File: config.mk
export PLATFORM = sky130hd
export DESIGN_NAME = mult_seq_ctrl_flat
export DESIGN_NICKNAME = d
export VERILOG_FILES = /design/src/rtl/nn_fixed_pkg.sv /design/src/rtl/mult_seq_ctrl_if.sv /design/src/rtl/sm_sat_acc.sv /design/src/rtl/mult_seq_ctrl.sv /design/src/flat_wrapper.sv
export SDC_FILE = /design/constraint.sdc
export NUM_CORES = 1
export LEC_CHECK = 0
export ABC_AREA = 1
export BUFFER_PORTS_ARGS = -buffer_cell sky130_fd_sc_hd__buf_2
export CAP_MARGIN = 20
export CORE_MARGIN = 3
export CORE_UTILIZATION = 50
export DETAILED_ROUTE_END_ITERATION = 10
export PLACE_DENSITY = 0.77
export SKIP_LAST_GASP = 1
export SLEW_MARGIN = 15
export SYNTH_ARGS = -nofsm -noshare
export SYNTH_HDL_FRONTEND = slang
export SYNTH_HIERARCHICAL = 1
export SYNTH_SLANG_ARGS = --single-unit
File: constraint.sdc
create_clock -name clk -period 3.7 [get_ports clk]
set_input_delay 0.74 -clock clk [delete_from_list [all_inputs] [get_ports clk]]
set_output_delay 0.74 -clock clk [all_outputs]
set_load 0.01 [all_outputs]
File: src/rtl/nn_fixed_pkg.sv
// Shared fixed-point definitions for the bit-serial neuron datapath.
// Q5.10 sign-magnitude operands and two's-complement conversion helpers.
package nn_fixed_pkg;

  localparam int INT_W       = 5;
  localparam int FRAC_W      = 10;
  localparam int DATA_W      = 1 + INT_W + FRAC_W;
  localparam int MULT_CYCLES = 16;

  localparam logic [DATA_W-1:0] SAT_MAX = 16'h7FFF;

  typedef enum logic [1:0] {
    IDLE,
    RUN,
    CAPTURE,
    DONE
  } seq_state_t;

  // Negative zero maps to plain zero.
  function automatic logic signed [DATA_W:0] sm_to_tc(input logic [DATA_W-1:0] sm);
    logic signed [DATA_W:0] mag;
    mag = {2'b00, sm[DATA_W-2:0]};
    return sm[DATA_W-1] ? -mag : mag;
  endfunction

  // Caller guarantees |tc| <= SAT_MAX, so the magnitude fits DATA_W-1 bits.
  function automatic logic [DATA_W-1:0] tc_to_sm(input logic signed [DATA_W+1:0] tc);
    logic [DATA_W-2:0] mag;
    mag = tc[DATA_W+1] ? (DATA_W-1)'(-tc) : (DATA_W-1)'(tc);
    return {tc[DATA_W+1], mag};
  endfunction

endpackage

File: src/rtl/mult_seq_ctrl_if.sv
// Pair stream, Mult drive/return and dot-product stream of the multiplier sequencer.
interface mult_seq_ctrl_if;
  import nn_fixed_pkg::*;

  logic              in_valid;
  logic              in_ready;
  logic [DATA_W-1:0] in_neuron;
  logic [DATA_W-1:0] in_weight;
  logic              in_last;

  logic              mult_reset_n;
  logic              mult_enable;
  logic [DATA_W-1:0] mult_input_neuron;
  logic              mult_weight_bit;
  logic [DATA_W-1:0] mult_out;

  logic              acc_valid;
  logic              acc_ready;
  logic [DATA_W-1:0] acc_out;
  logic              sat_flag;
  logic              busy;

  modport slave (
    input  in_valid, in_neuron, in_weight, in_last, mult_out, acc_ready,
    output in_ready, mult_reset_n, mult_enable, mult_input_neuron, mult_weight_bit,
    output acc_valid, acc_out, sat_flag, busy
  );

  modport master (
    output in_valid, in_neuron, in_weight, in_last, mult_out, acc_ready,
    input  in_ready, mult_reset_n, mult_enable, mult_input_neuron, mult_weight_bit,
    input  acc_valid, acc_out, sat_flag, busy
  );

endinterface

File: src/rtl/sm_sat_acc.sv
// Saturating signed accumulator: sign-magnitude addend in, sign-magnitude sum out.
// Clamps to +/-SAT_MAX and keeps a sticky saturation flag until cleared.
module sm_sat_acc
  import nn_fixed_pkg::*;
(
  input  logic              clk,
  input  logic              reset,
  input  logic              clr,
  input  logic              add_en,
  input  logic [DATA_W-1:0] add_sm,
  output logic [DATA_W-1:0] acc_sm,
  output logic              sat_flag,
  output logic              nonzero
);

  localparam logic signed [DATA_W+1:0] ACC_MAX = {2'b00, SAT_MAX};
  localparam logic signed [DATA_W+1:0] ACC_MIN = -ACC_MAX;

  logic signed [DATA_W+1:0] acc_q;
  logic signed [DATA_W+1:0] sum;
  logic signed [DATA_W+1:0] sum_clamped;
  logic signed [DATA_W:0]   add_tc;
  logic                     clamp;

  always_comb begin
    add_tc      = sm_to_tc(add_sm);
    sum         = acc_q + {add_tc[DATA_W], add_tc};
    sum_clamped = sum;
    clamp       = 1'b0;
    if (sum > ACC_MAX) begin
      sum_clamped = ACC_MAX;
      clamp       = 1'b1;
    end else if (sum < ACC_MIN) begin
      sum_clamped = ACC_MIN;
      clamp       = 1'b1;
    end
  end

  always_ff @(posedge clk) begin
    if (reset || clr) begin
      acc_q    <= '0;
      sat_flag <= 1'b0;
    end else if (add_en) begin
      acc_q <= sum_clamped;
      if (clamp) sat_flag <= 1'b1;
    end
  end

  assign acc_sm  = tc_to_sm(acc_q);
  assign nonzero = (acc_q != '0);

endmodule

File: src/rtl/mult_seq_ctrl.sv
// Serialises (neuron, weight) pairs LSB-first into one bit-serial Mult and accumulates a dot product.
// 18 cycles per pair (2 for zero pairs when MULT_SEQ_ZERO_SKIP_EN is defined); in_ready is the only upstream back-pressure.
module mult_seq_ctrl
  import nn_fixed_pkg::*;
(
  input logic            clk,
  input logic            reset,
  mult_seq_ctrl_if.slave bus
);

  localparam int K_W = $clog2(MULT_CYCLES);

  seq_state_t        state, state_nxt;
  logic [K_W-1:0]    k;
  logic [DATA_W-1:0] neuron_q;
  logic [DATA_W-1:0] weight_q;
  logic              last_q;
  logic              accept;
  logic              acc_add;
  logic              acc_clr;
  logic              acc_nonzero;
  logic [DATA_W-1:0] add_sm;

`ifdef MULT_SEQ_ZERO_SKIP_EN
  logic zero_pair;
  logic skip_q;

  assign zero_pair = (bus.in_neuron[DATA_W-2:0] == '0) || (bus.in_weight[DATA_W-2:0] == '0);

  always_ff @(posedge clk) begin
    if (reset) skip_q <= 1'b0;
    else if (accept) skip_q <= zero_pair;
  end

  // Mult never ran for a skipped pair, so its output is stale.
  assign add_sm = skip_q ? '0 : bus.mult_out;
`else
  localparam logic zero_pair = 1'b0;

  assign add_sm = bus.mult_out;
`endif

  assign accept = bus.in_valid && bus.in_ready;

  always_ff @(posedge clk) begin
    if (reset) begin
      state    <= IDLE;
      k        <= '0;
      neuron_q <= '0;
      weight_q <= '0;
      last_q   <= 1'b0;
    end else begin
      state <= state_nxt;
      if (accept) begin
        neuron_q <= bus.in_neuron;
        weight_q <= bus.in_weight;
        last_q   <= bus.in_last;
        k        <= '0;
      end else if (state == RUN) begin
        k <= k + 1'b1;
      end
    end
  end

  always_comb begin
    state_nxt           = state;
    bus.in_ready        = 1'b0;
    bus.mult_enable     = 1'b0;
    bus.mult_weight_bit = 1'b0;
    bus.acc_valid       = 1'b0;
    acc_add             = 1'b0;
    acc_clr             = 1'b0;
    case (state)
      IDLE: begin
        bus.in_ready = !reset;
        if (bus.in_valid && !reset) state_nxt = zero_pair ? CAPTURE : RUN;
      end
      RUN: begin
        bus.mult_enable     = 1'b1;
        bus.mult_weight_bit = weight_q[k];
        if (k == K_W'(MULT_CYCLES - 1)) state_nxt = CAPTURE;
      end
      CAPTURE: begin
        acc_add   = 1'b1;
        state_nxt = last_q ? DONE : IDLE;
      end
      DONE: begin
        bus.acc_valid = 1'b1;
        if (bus.acc_ready) begin
          acc_clr   = 1'b1;
          state_nxt = IDLE;
        end
      end
      default: state_nxt = IDLE;
    endcase
  end

  sm_sat_acc u_acc (
    .clk      (clk),
    .reset    (reset),
    .clr      (acc_clr),
    .add_en   (acc_add),
    .add_sm   (add_sm),
    .acc_sm   (bus.acc_out),
    .sat_flag (bus.sat_flag),
    .nonzero  (acc_nonzero)
  );

  assign bus.mult_reset_n      = ~reset;
  assign bus.mult_input_neuron = neuron_q;
  assign bus.busy              = (state != IDLE) || acc_nonzero;

endmodule

File: src/flat_wrapper.sv
// flat-port wrapper written by rule: the top's interface ports become plain ports
module mult_seq_ctrl_flat import nn_fixed_pkg::*;
  (clk, reset, bus_in_valid, bus_in_neuron, bus_in_weight, bus_in_last, bus_mult_out, bus_acc_ready, bus_in_ready, bus_mult_reset_n, bus_mult_enable, bus_mult_input_neuron, bus_mult_weight_bit, bus_acc_valid, bus_acc_out, bus_sat_flag, bus_busy);
  mult_seq_ctrl_if bus_i ();
  input logic clk;
  input logic reset;
  input wire logic [$bits(bus_i.in_valid)-1:0] bus_in_valid;
  input wire logic [$bits(bus_i.in_neuron)-1:0] bus_in_neuron;
  input wire logic [$bits(bus_i.in_weight)-1:0] bus_in_weight;
  input wire logic [$bits(bus_i.in_last)-1:0] bus_in_last;
  input wire logic [$bits(bus_i.mult_out)-1:0] bus_mult_out;
  input wire logic [$bits(bus_i.acc_ready)-1:0] bus_acc_ready;
  output wire logic [$bits(bus_i.in_ready)-1:0] bus_in_ready;
  output wire logic [$bits(bus_i.mult_reset_n)-1:0] bus_mult_reset_n;
  output wire logic [$bits(bus_i.mult_enable)-1:0] bus_mult_enable;
  output wire logic [$bits(bus_i.mult_input_neuron)-1:0] bus_mult_input_neuron;
  output wire logic [$bits(bus_i.mult_weight_bit)-1:0] bus_mult_weight_bit;
  output wire logic [$bits(bus_i.acc_valid)-1:0] bus_acc_valid;
  output wire logic [$bits(bus_i.acc_out)-1:0] bus_acc_out;
  output wire logic [$bits(bus_i.sat_flag)-1:0] bus_sat_flag;
  output wire logic [$bits(bus_i.busy)-1:0] bus_busy;
  assign bus_i.in_valid = bus_in_valid;
  assign bus_i.in_neuron = bus_in_neuron;
  assign bus_i.in_weight = bus_in_weight;
  assign bus_i.in_last = bus_in_last;
  assign bus_i.mult_out = bus_mult_out;
  assign bus_i.acc_ready = bus_acc_ready;
  assign bus_in_ready = bus_i.in_ready;
  assign bus_mult_reset_n = bus_i.mult_reset_n;
  assign bus_mult_enable = bus_i.mult_enable;
  assign bus_mult_input_neuron = bus_i.mult_input_neuron;
  assign bus_mult_weight_bit = bus_i.mult_weight_bit;
  assign bus_acc_valid = bus_i.acc_valid;
  assign bus_acc_out = bus_i.acc_out;
  assign bus_sat_flag = bus_i.sat_flag;
  assign bus_busy = bus_i.busy;
  mult_seq_ctrl u_core (.clk(clk), .reset(reset), .bus(bus_i));
endmodule
# Yosys cells after proc, flatten, opt, wreduce, memory -nomap -nowiden
# Cells that the tools add are included.
# Widths: inputs -> output; s select.
# op_classes
n_addsub,4
order_cmp,3
n_eq_ne,7
mux,20
n_bitwise,1
n_reduce_logical,11
# op_table
op,n
$mux 18,2
$add 18x18->18,1
$gt 18x16->1 const B,1
$lt 18x16->1 const B,1
$reduce_bool 18->1,1
$mux 17,1
$neg 15->17,1
$mux 15,1
$neg 15->15,1
$mux 1,10
$mux 2,4
$pmux 2 s4,1
$lt 4x5->1 const B,1
$add 4x1->4 const B,1
$bmux 1 s4,1
$eq 2x2->1 const B,2
$eq 4x4->1 const B,1
$ne 2x2->1 const B,2
$reduce_and 3->1,1
$eq 2x1->1 const B,1
$logic_and 1x1->1,2
$logic_not 2->1,1
$logic_or 1x1->1,2
$ne 2x1->1 const B,1
other kinds (5),5
# totals
regBits,58
input_bits,53
out_inout_bits,39
wordCells,53

# Longest topological paths before layout
# Gate-level depths: netlist of the first run.
# depth
word_depth,7
ltp_mapped,25
ltp_nobuf,25

# Modules after synthesis
# The synthesis of the first run kept the hierarchy.
# by_module_without_submodules
module,instances,cells_each,area_each_um2,seq_area_each_um2
sm_sat_acc,1,455,2647.5,380.4
mult_seq_ctrl,1,236,1754.2,780.7

# Worst setup path after synthesis of the first run
# Ideal clock, no wire load.
# synth_path
path_kind,input to register
start,input bus_mult_out[1]
end,register u_core.u_acc.acc_q[10]
setup_time_ns,0.070
arrival_ns,3.541
t_required_ns,3.630
slack_ns,0.089
stages,22
path_buffers,1
path_cell_list,nor3_1 > nor3b_1 > inv_1 > nor2_1 > nand2_1 > o31ai_1 > nand2_1 > xor2_1 > ha_1 > nand2_1 > nor2_1 > and2_1 > nand2_1 > nand2_1 > nand2_1 > nand3_2 > xnor2_1 > inv_1 > nand2_2 > buf_6 > nand3_1 > a21oi_1
# synth_between
elab_chain_cells,6
word_cells_on_any_way,7
classes_between,add/sub: 2; order compare: 2; mux: 3
# synth_lines
element,line_no,text
start: declaration,flat_wrapper.sv:11,input wire logic [$bits(bus_i.mult_out)-1:0] bus_mult_out;
$neg 15->17,nn_fixed_pkg.sv:23,return sm[DATA_W-1] ? -mag : mag;
$mux 17 *,nn_fixed_pkg.sv:23,
$add 18x18->18 *,sm_sat_acc.sv:27,"sum = acc_q + {add_tc[DATA_W], add_tc};"
$lt 18x16->1,sm_sat_acc.sv:33,end else if (sum < ACC_MIN) begin
$mux 18,sm_sat_acc.sv:33,
$mux 18 *,sm_sat_acc.sv:30,if (sum > ACC_MAX) begin
end signal: assignment,sm_sat_acc.sv:44,acc_q <= sum_clamped;
end: declaration,sm_sat_acc.sv:19,logic signed [DATA_W+1:0] acc_q;
# Every way passes the cells marked *; elsewhere a longest branch is shown, timed or not.
# A chain may end at the register's enable or synchronous reset.

# Worst setup path in the final report of the first run
# layout_path
start,input bus_mult_out[0]
end,register u_core.u_acc.acc_q[5]
# The elaborated chain is that of the path after synthesis.

==> run summary, run 1 <==
diodes inserted: 0
Critical Path Sink: u_core/u_acc/acc_q[5]$_SDFFE_PP0P_
synthesized cell area: 0.004402 mm2
Worst EP arrival: 3.84 ns
top cells by area, synth: dfxtp_1 26%, nand2_1 15%, nand3_1 11%, inv_1 8.4%, ha_1 5.7%
I/O Buffers: 91
reg2reg start: u_core/u_acc/acc_q[0]$_SDFFE_PP0P_
Max Cap Violations: 0
Ys Warns: 6
Worst-path clk slew: 0.07 ns
Worst Reg-to-Reg Cells: 18
router iterations before antenna repair: 5
global-route wire length before repair: 19.49 mm
vias in the first global route: 4342
effective utilization at floorplan: 52.52%
CP required: 3.96 ns
most used cell, CP: nand2_1
run status: finished clean
# rows: 33
Worst-Skew Late Latency: 0.34 ns
most numerous cell in the Yosys netlist: nand2_1
CP Class: input pin to flip-flop
GPL Wtd Cong: 0.9413
worst min-delay path class: flip-flop to flip-flop
via count: 4742
worst path cell trace: buf_2 > nor3_2 > nor3b_2 > inv_1 > nor2_1 > nand2_1 > o31ai_4 > nand2_1 > xor2_1 > ha_1 > nand2_4 > nor2_4 > nand2_1 > nand3_2 > nand2_1 > inv_2 > nor2_2 > nand2_1 > nand2_2 > nor2_2 > nand2_2 > nand2_2 > nand3b_1 > a21oi_1
post-synth top area share: 26.38%
Worst-Margin Slew: 0.6189 ns
post-synth cell types: 38
H-tree lvl count: 3
number of synthesized flops with an enable pin: 0
Horiz. Die Dim: 99.83 um
Cells after Synth: 691
Commonest cells post-synth: 177 x nand2_1, 98 x inv_1, 97 x nand3_1
fin nets: 871
Layout area overhead: 21.69%
Chip Height: 99.83 um
CTS tree: done
Tcrit/Tclk final: 96.97%
CTS Buf Count: 9
initial antenna violation count: 0
Congestion Overflow GR: 0
post-layout util: 63.91%
stages on the worst setup path: 24
DRT antenna net count: 0
pin count of the biggest net entering global routing: 36
clock tree root driver cell: clkbuf_8
worst IR drop on VDD: 0.5975 mV
Worst path top cell family by delay: simple AND/OR/NAND/NOR gates
Ports: 92
Die ar.: 0.009965 mm2
DP Area: 0.004996 mm2
clk sinks: 58
Worst setup SP type: input pin
final setup fails: 0
FILL cells: 772
Primary FF master, synth: dfxtp_1
syn_area_per_cell: 6.370 um2
Final Skew: 0.009078 ns
clk buf depth: 2
Initial DRC Count: 334
largest stage delay on the critical path: 0.40 ns
area leader, netlist: dfxtp_1
Tmin final: 3.588 ns
buffer and inverter count on the worst path: 3
share of cells above drive strength 1: 24.56%
post-DP HPWL: 9.225 mm
FMAX: 278.7 MHz
Hold Vio Cnt, Final: 0
Final Slew Violations: 0
Max stage delay cell, worst path: ha_1
Routed WL per cell: 13.37 um
pwr/cell area: 838.3 mW/mm2
R2R Setup Slk: 0.92 ns
WHS: 0.4638 ns
Slew headroom: 58.74%
Tot GR Track Use: 23.65%
Worst setup EP type: flip-flop
final WL: 12.13 mm
syn nets: 765
DRC viols: 0
Worst Setup SP: bus_mult_out[0]
register area share after synthesis: 26.38%
FF+latch count, synth: 58
design area: 0.005356 mm2
Setup TNS Final: 0 ns
core area: 0.008382 mm2
vias per inst: 5.228
Layout Cells excl Fill: 907
critical path peak fanout: 7
Lkg Pwr: 2.873 nW
Critical R2R Capture: u_core/u_acc/sat_flag$_SDFFE_PP0P_
async set-reset flop share out of synthesis: 0%
Cells after DPL: 887
==> layout by cell type (no fill, tap or decap), drive strengths merged <==
cell / instances
o21bai: 1
clkinv: 3
nor4: 2
a21oi: 30
bufinv: 1
ha: 20
nand2: 190
or2: 1
o211ai: 1
nand3b: 8
fa: 1
o31ai: 2
nor2: 53
buf: 117
nand4: 8
nor3: 11
o21ai: 43
xnor2: 8
clkbuf: 10
and2: 2
a21o: 2
dfxtp: 58
nand3: 101
inv: 103
xor2: 20
clkinvlp: 3
nor3b: 3
==> where the power goes <==
group	leakage (nW)	switching (W)	total, W	internal (W)
logic	2.30	0.00175	0.00285	0.00110
clock network	0.0945	0.000273	0.000602	0.000329
registers	0.476	0.000225	0.00104	0.000816
==> per-stage QoR <==
stage / total power, W / setup WS, ns
floorplan: 0.002865 / 0.08905
global placement: 0.003576 / -0.2657
detailed placement: 0.003646 / -0.3775
global route: 0.004886 / -0.06841
finish: 0.004490 / 0.1122
CTS: 0.004268 / 0.03008
==> registers in the layout (all words and copies together) (netlist names) <==
name                          count
u_core/weight_q                  16
u_core/u_acc/acc_q               18
u_core/bus.mult_input_neuron     16
u_core/k                          4
u_core/u_acc/sat_flag             1
u_core/state                      2
u_core/last_q                     1
==> kinds of logic (layout without fill, tap and decap cells) <==
family / count (synthesis) / count (layout) / share of synthesized area [%]
AO/OA/AOI/OAI: 79 / 79 / 10.26
XOR/XNOR: 28 / 28 / 5.571
adder cells (fa/ha/maj): 21 / 21 / 6.140
buffers and inverters: 128 / 237 / 12.85
flip-flops: 58 / 58 / 26.38
AND/OR/NAND/NOR: 377 / 379 / 38.80
==> per-layer routing <==
metal	GRT usage, %	vias up	wire [um]
met1	28.58	2143	5106
met3	5.073	30	566
met4	9.034	0	361
met2	41.00	131	6093
met5	0	-	0
li1	-	2438	-
==> worst min path at each step <==
stage / from / end / slack, ns / cells past startpoint
2_1_floorplan: u_core/last_q$_SDFFE_PP0P_ / u_core/last_q$_SDFFE_PP0P_ / 0.44 / 2
3_5_place_dp: u_core/bus.mult_input_neuron[8]$_SDFFE_PP0P_ / u_core/bus.mult_input_neuron[8]$_SDFFE_PP0P_ / 0.45 / 2
3_3_place_gp: u_core/u_acc/sat_flag$_SDFFE_PP0P_ / u_core/u_acc/sat_flag$_SDFFE_PP0P_ / 0.44 / 2
4_1_cts: u_core/bus.mult_input_neuron[8]$_SDFFE_PP0P_ / u_core/bus.mult_input_neuron[8]$_SDFFE_PP0P_ / 0.46 / 2
6_report: u_core/bus.mult_input_neuron[10]$_SDFFE_PP0P_ / u_core/bus.mult_input_neuron[10]$_SDFFE_PP0P_ / 0.46 / 2
5_1_grt: u_core/bus.mult_input_neuron[1]$_SDFFE_PP0P_ / u_core/bus.mult_input_neuron[1]$_SDFFE_PP0P_ / 0.49 / 2
==> cell type report <==
type,instances,area (um2),area share [%]
Clock buffer,10,137.6,2.569
Multi-Input combinational cell,507,2819,52.63
Sequential cell,58,1161,21.68
Inverter,104,390.4,7.288
Timing Repair Buffer,117,650.6,12.15
Clock inverter,6,66.31,1.238
Tap cell,105,131.4,2.453
==> timing repair <==
action | in CTS | in global routing
gates cloned | 0 | 2
pin swaps | 0 | 17
endpoints found under the setup margin | 8 | 19
hold buffers | 0 | 0
buffers inserted | 0 | 2
endpoints found under the hold margin | 0 | 0
gates resized for setup | 1 | 37
==> worst min-delay path: stages, from the launching register on <==
cell and delay (ns):
dfxtp_1 0.31, nand3_1 0.07, nand2_1 0.05
Power figures use the tool's default switching activity.
==> run 2: changes to the inputs <==
CORE_MARGIN = not set   (was 3)
==> run summary, run 2 (same netlist as run 1, synthesis figures left out) <==
Layout area overhead: 22.94%
FMAX: 280.1 MHz (+0.48%)
fin nets: 871 (unchanged)
vias per inst: 5.350 (+2.3%)
most used cell, CP: nand2_1
DP Area: 0.005011 mm2 (+0.30%)
pwr/cell area: 852.9 mW/mm2 (+1.7%)
core area: 0.008382 mm2 (unchanged)
CP Class: input pin to flip-flop
Tmin final: 3.571 ns (-0.01702 ns)
gr busiest metal: met2
buffer and inverter count on the worst path: 3 (unchanged)
Slew headroom: 55.83% (-2.9 points)
most frequent cells in the layout: 171 x nand2_1, 96 x inv_1, 96 x nand3_1
diodes inserted: 0 (unchanged)
Worst EP arrival: 3.84 ns (about the same)
Worst-Margin Slew: 0.6625 ns (+0.04357 ns)
Final WS setup: 0.1292 ns (+0.01702 ns)
DRC viols: 0 (unchanged)
Worst path top cell family by delay: simple AND/OR/NAND/NOR gates
Final Slew Violations: 0 (unchanged)
design area: 0.005411 mm2 (+1.0%)
M3 GR Usage: 6.161% (+1.1 points)
worst IR drop on VDD: 0.5290 mV (-11%)
run status: finished clean
initial antenna violation count: 0 (unchanged)
router iterations before antenna repair: 5 (unchanged)
post-place setup slack: -0.4296 ns (-0.05201 ns)
H-tree lvl count: 3 (unchanged)
global-route wire length before repair: 19.24 mm (-1.3%)
Largest Register: u_core/u_acc/acc_q
Hold Vio Cnt, Final: 0 (unchanged)
Worst setup SP type: input pin
clk sinks: 58 (unchanged)
effective utilization at floorplan: 52.52% (unchanged)
Ports: 92 (unchanged)
Sw Ratio: 48.62% (-1.4 points)
GPL Wtd Cong: 0.9011 (-4.3%)
final setup fails: 0 (unchanged)
Logic pwr share: 61.3% (-2.1 points)
Final Skew: 0.007967 ns (-0.001112 ns)
clock power share: 16.0% (+2.6 points)
final WL: 12.28 mm (+1.2%)
Die ar.: 0.009182 mm2 (-7.9%)
Tot GR Track Use: 26.60% (+3.0 points)
Horiz. Die Dim: 95.83 um (-4.0%)
WHS: 0.4690 ns (+0.005251 ns)
Routed WL per cell: 13.54 um (+1.2%)
via count: 4852 (+2.3%)
Seq pwr share: 22.7% (-0.5 points)
CP required: 3.97 ns (about the same)
P_sw: 0.002244 W (about the same)
max FFs per register: 18 (unchanged)
CTS Buf Count: 9 (unchanged)
Max stage delay cell, worst path: ha_1
I/O Buffers: 91 (unchanged)
total power: 0.004616 W (+2.8%)
Congestion Overflow GR: 0 (unchanged)
met1 Use GR: 29.99% (+1.4 points)
Chip Height: 95.83 um (-4.0%)
critical path peak fanout: 8 (+1)
share of cells above drive strength 1: 24.94% (+0.37 points)
largest stage delay on the critical path: 0.32 ns (-0.08 ns)
worst min-delay path class: flip-flop to flip-flop
Worst-path clk slew: 0.08 ns (about the same)
met2 Track Usage GR: 47.56% (+6.6 points)
Tcrit/Tclk final: 96.51% (-0.46 points)
pin count of the biggest net entering global routing: 36 (unchanged)
Max Cap Violations: 0 (unchanged)
CTS tree: done
Lkg Pwr: 2.907 nW (+1.2%)
Worst-Skew Late Latency: 0.35 ns (about the same)
Initial DRC Count: 254 (-24%)
vias in the first global route: 4442 (+2.3%)
Internal: 0.002372 W (+5.6%)
clock tree root driver cell: clkbuf_8
most common cell after layout, fill and taps aside: nand2_1
DRT antenna net count: 0 (unchanged)
clk buf depth: 2 (unchanged)
post-DP HPWL: 9.225 mm (about the same)
Worst setup EP type: flip-flop
# rows: 33 (unchanged)
run 2: cell count changes in the layout (fill, tap and decap cells not counted), sizes merged:
cell / change
buf: +1
bufinv: +2
clkbuf: -1
clkinv: +1
clkinvlp: -3
inv: +1
nand2: -1
run 2: worst min-delay path, delay by kind of cell (launching register included):
| family | cells | cell delay, ns |
|---|---|---|
| flops | 1 | 0.31 |
| simple gates | 2 | 0.11 |
run 2: layer usage:
| layer | part of all wire [%] | up-vias |
|---|---|---|
| li1 | - | 2434 |
| met2 | 51 | 147 |
| met3 | 5.1 | 34 |
| met4 | 3.0 | 0 |
| met5 | 0 | - |
| met1 | 41 | 2237 |
run 2: power by group through the flow:
stage                     Combinational [W]  Sequential [W]  Clock, W
after floorplan                     0.00189        0.000977         0
after global placement              0.00255         0.00105         0
after detailed placement            0.00261         0.00105         0
after CTS                           0.00265         0.00104  0.000744
after global routing                0.00314         0.00107  0.000779
final                               0.00283         0.00105  0.000737
run 2: worst paths after layout:
kind	startpoint	end	slack, ns	cells past startpoint
worst min-delay path	u_core/bus.mult_input_neuron[5]$_SDFFE_PP0P_	u_core/bus.mult_input_neuron[5]$_SDFFE_PP0P_	0.47	2
worst min register to register	u_core/bus.mult_input_neuron[5]$_SDFFE_PP0P_	u_core/bus.mult_input_neuron[5]$_SDFFE_PP0P_	0.47	2
worst max register to register	u_core/u_acc/acc_q[0]$_SDFFE_PP0P_	u_core/u_acc/acc_q[5]$_SDFFE_PP0P_	0.97	18
worst max-delay path	bus_mult_out[0]	u_core/u_acc/sat_flag$_SDFFE_PP0P_	0.13	25
run 2: final cells by class:
type,count,area (um2)
multi-input cells,506,2821
well taps,105,131.4
fillers,773,2970
flip-flops and latches,58,1161
inverters,104,390.4
clock inverters,7,125.1
repair buffers,118,658.1
clock buffers,9,123.9
run 2: repair_timing:
| action | 4_1_cts | 5_1_grt |
|---|---|---|
| buffers inserted | 0 | 1 |
| endpoints found under the setup margin | 15 | 20 |
| hold buffers | 0 | 0 |
| endpoints found under the hold margin | 0 | 0 |
| cloned | 0 | 1 |
| pin swaps | 0 | 15 |
| resized for setup | 2 | 39 |
run 2: through the flow:
step | utilization (%) | TNS [ns] | std cells
after floorplan | - | 0 | 691
after global placement | 59.79 | -4.939 | 889
after detailed placement | 59.79 | -6.817 | 889
after CTS | 62.88 | 0 | 905
after global routing | 64.56 | -0.5439 | 907
final | 64.56 | 0 | 907
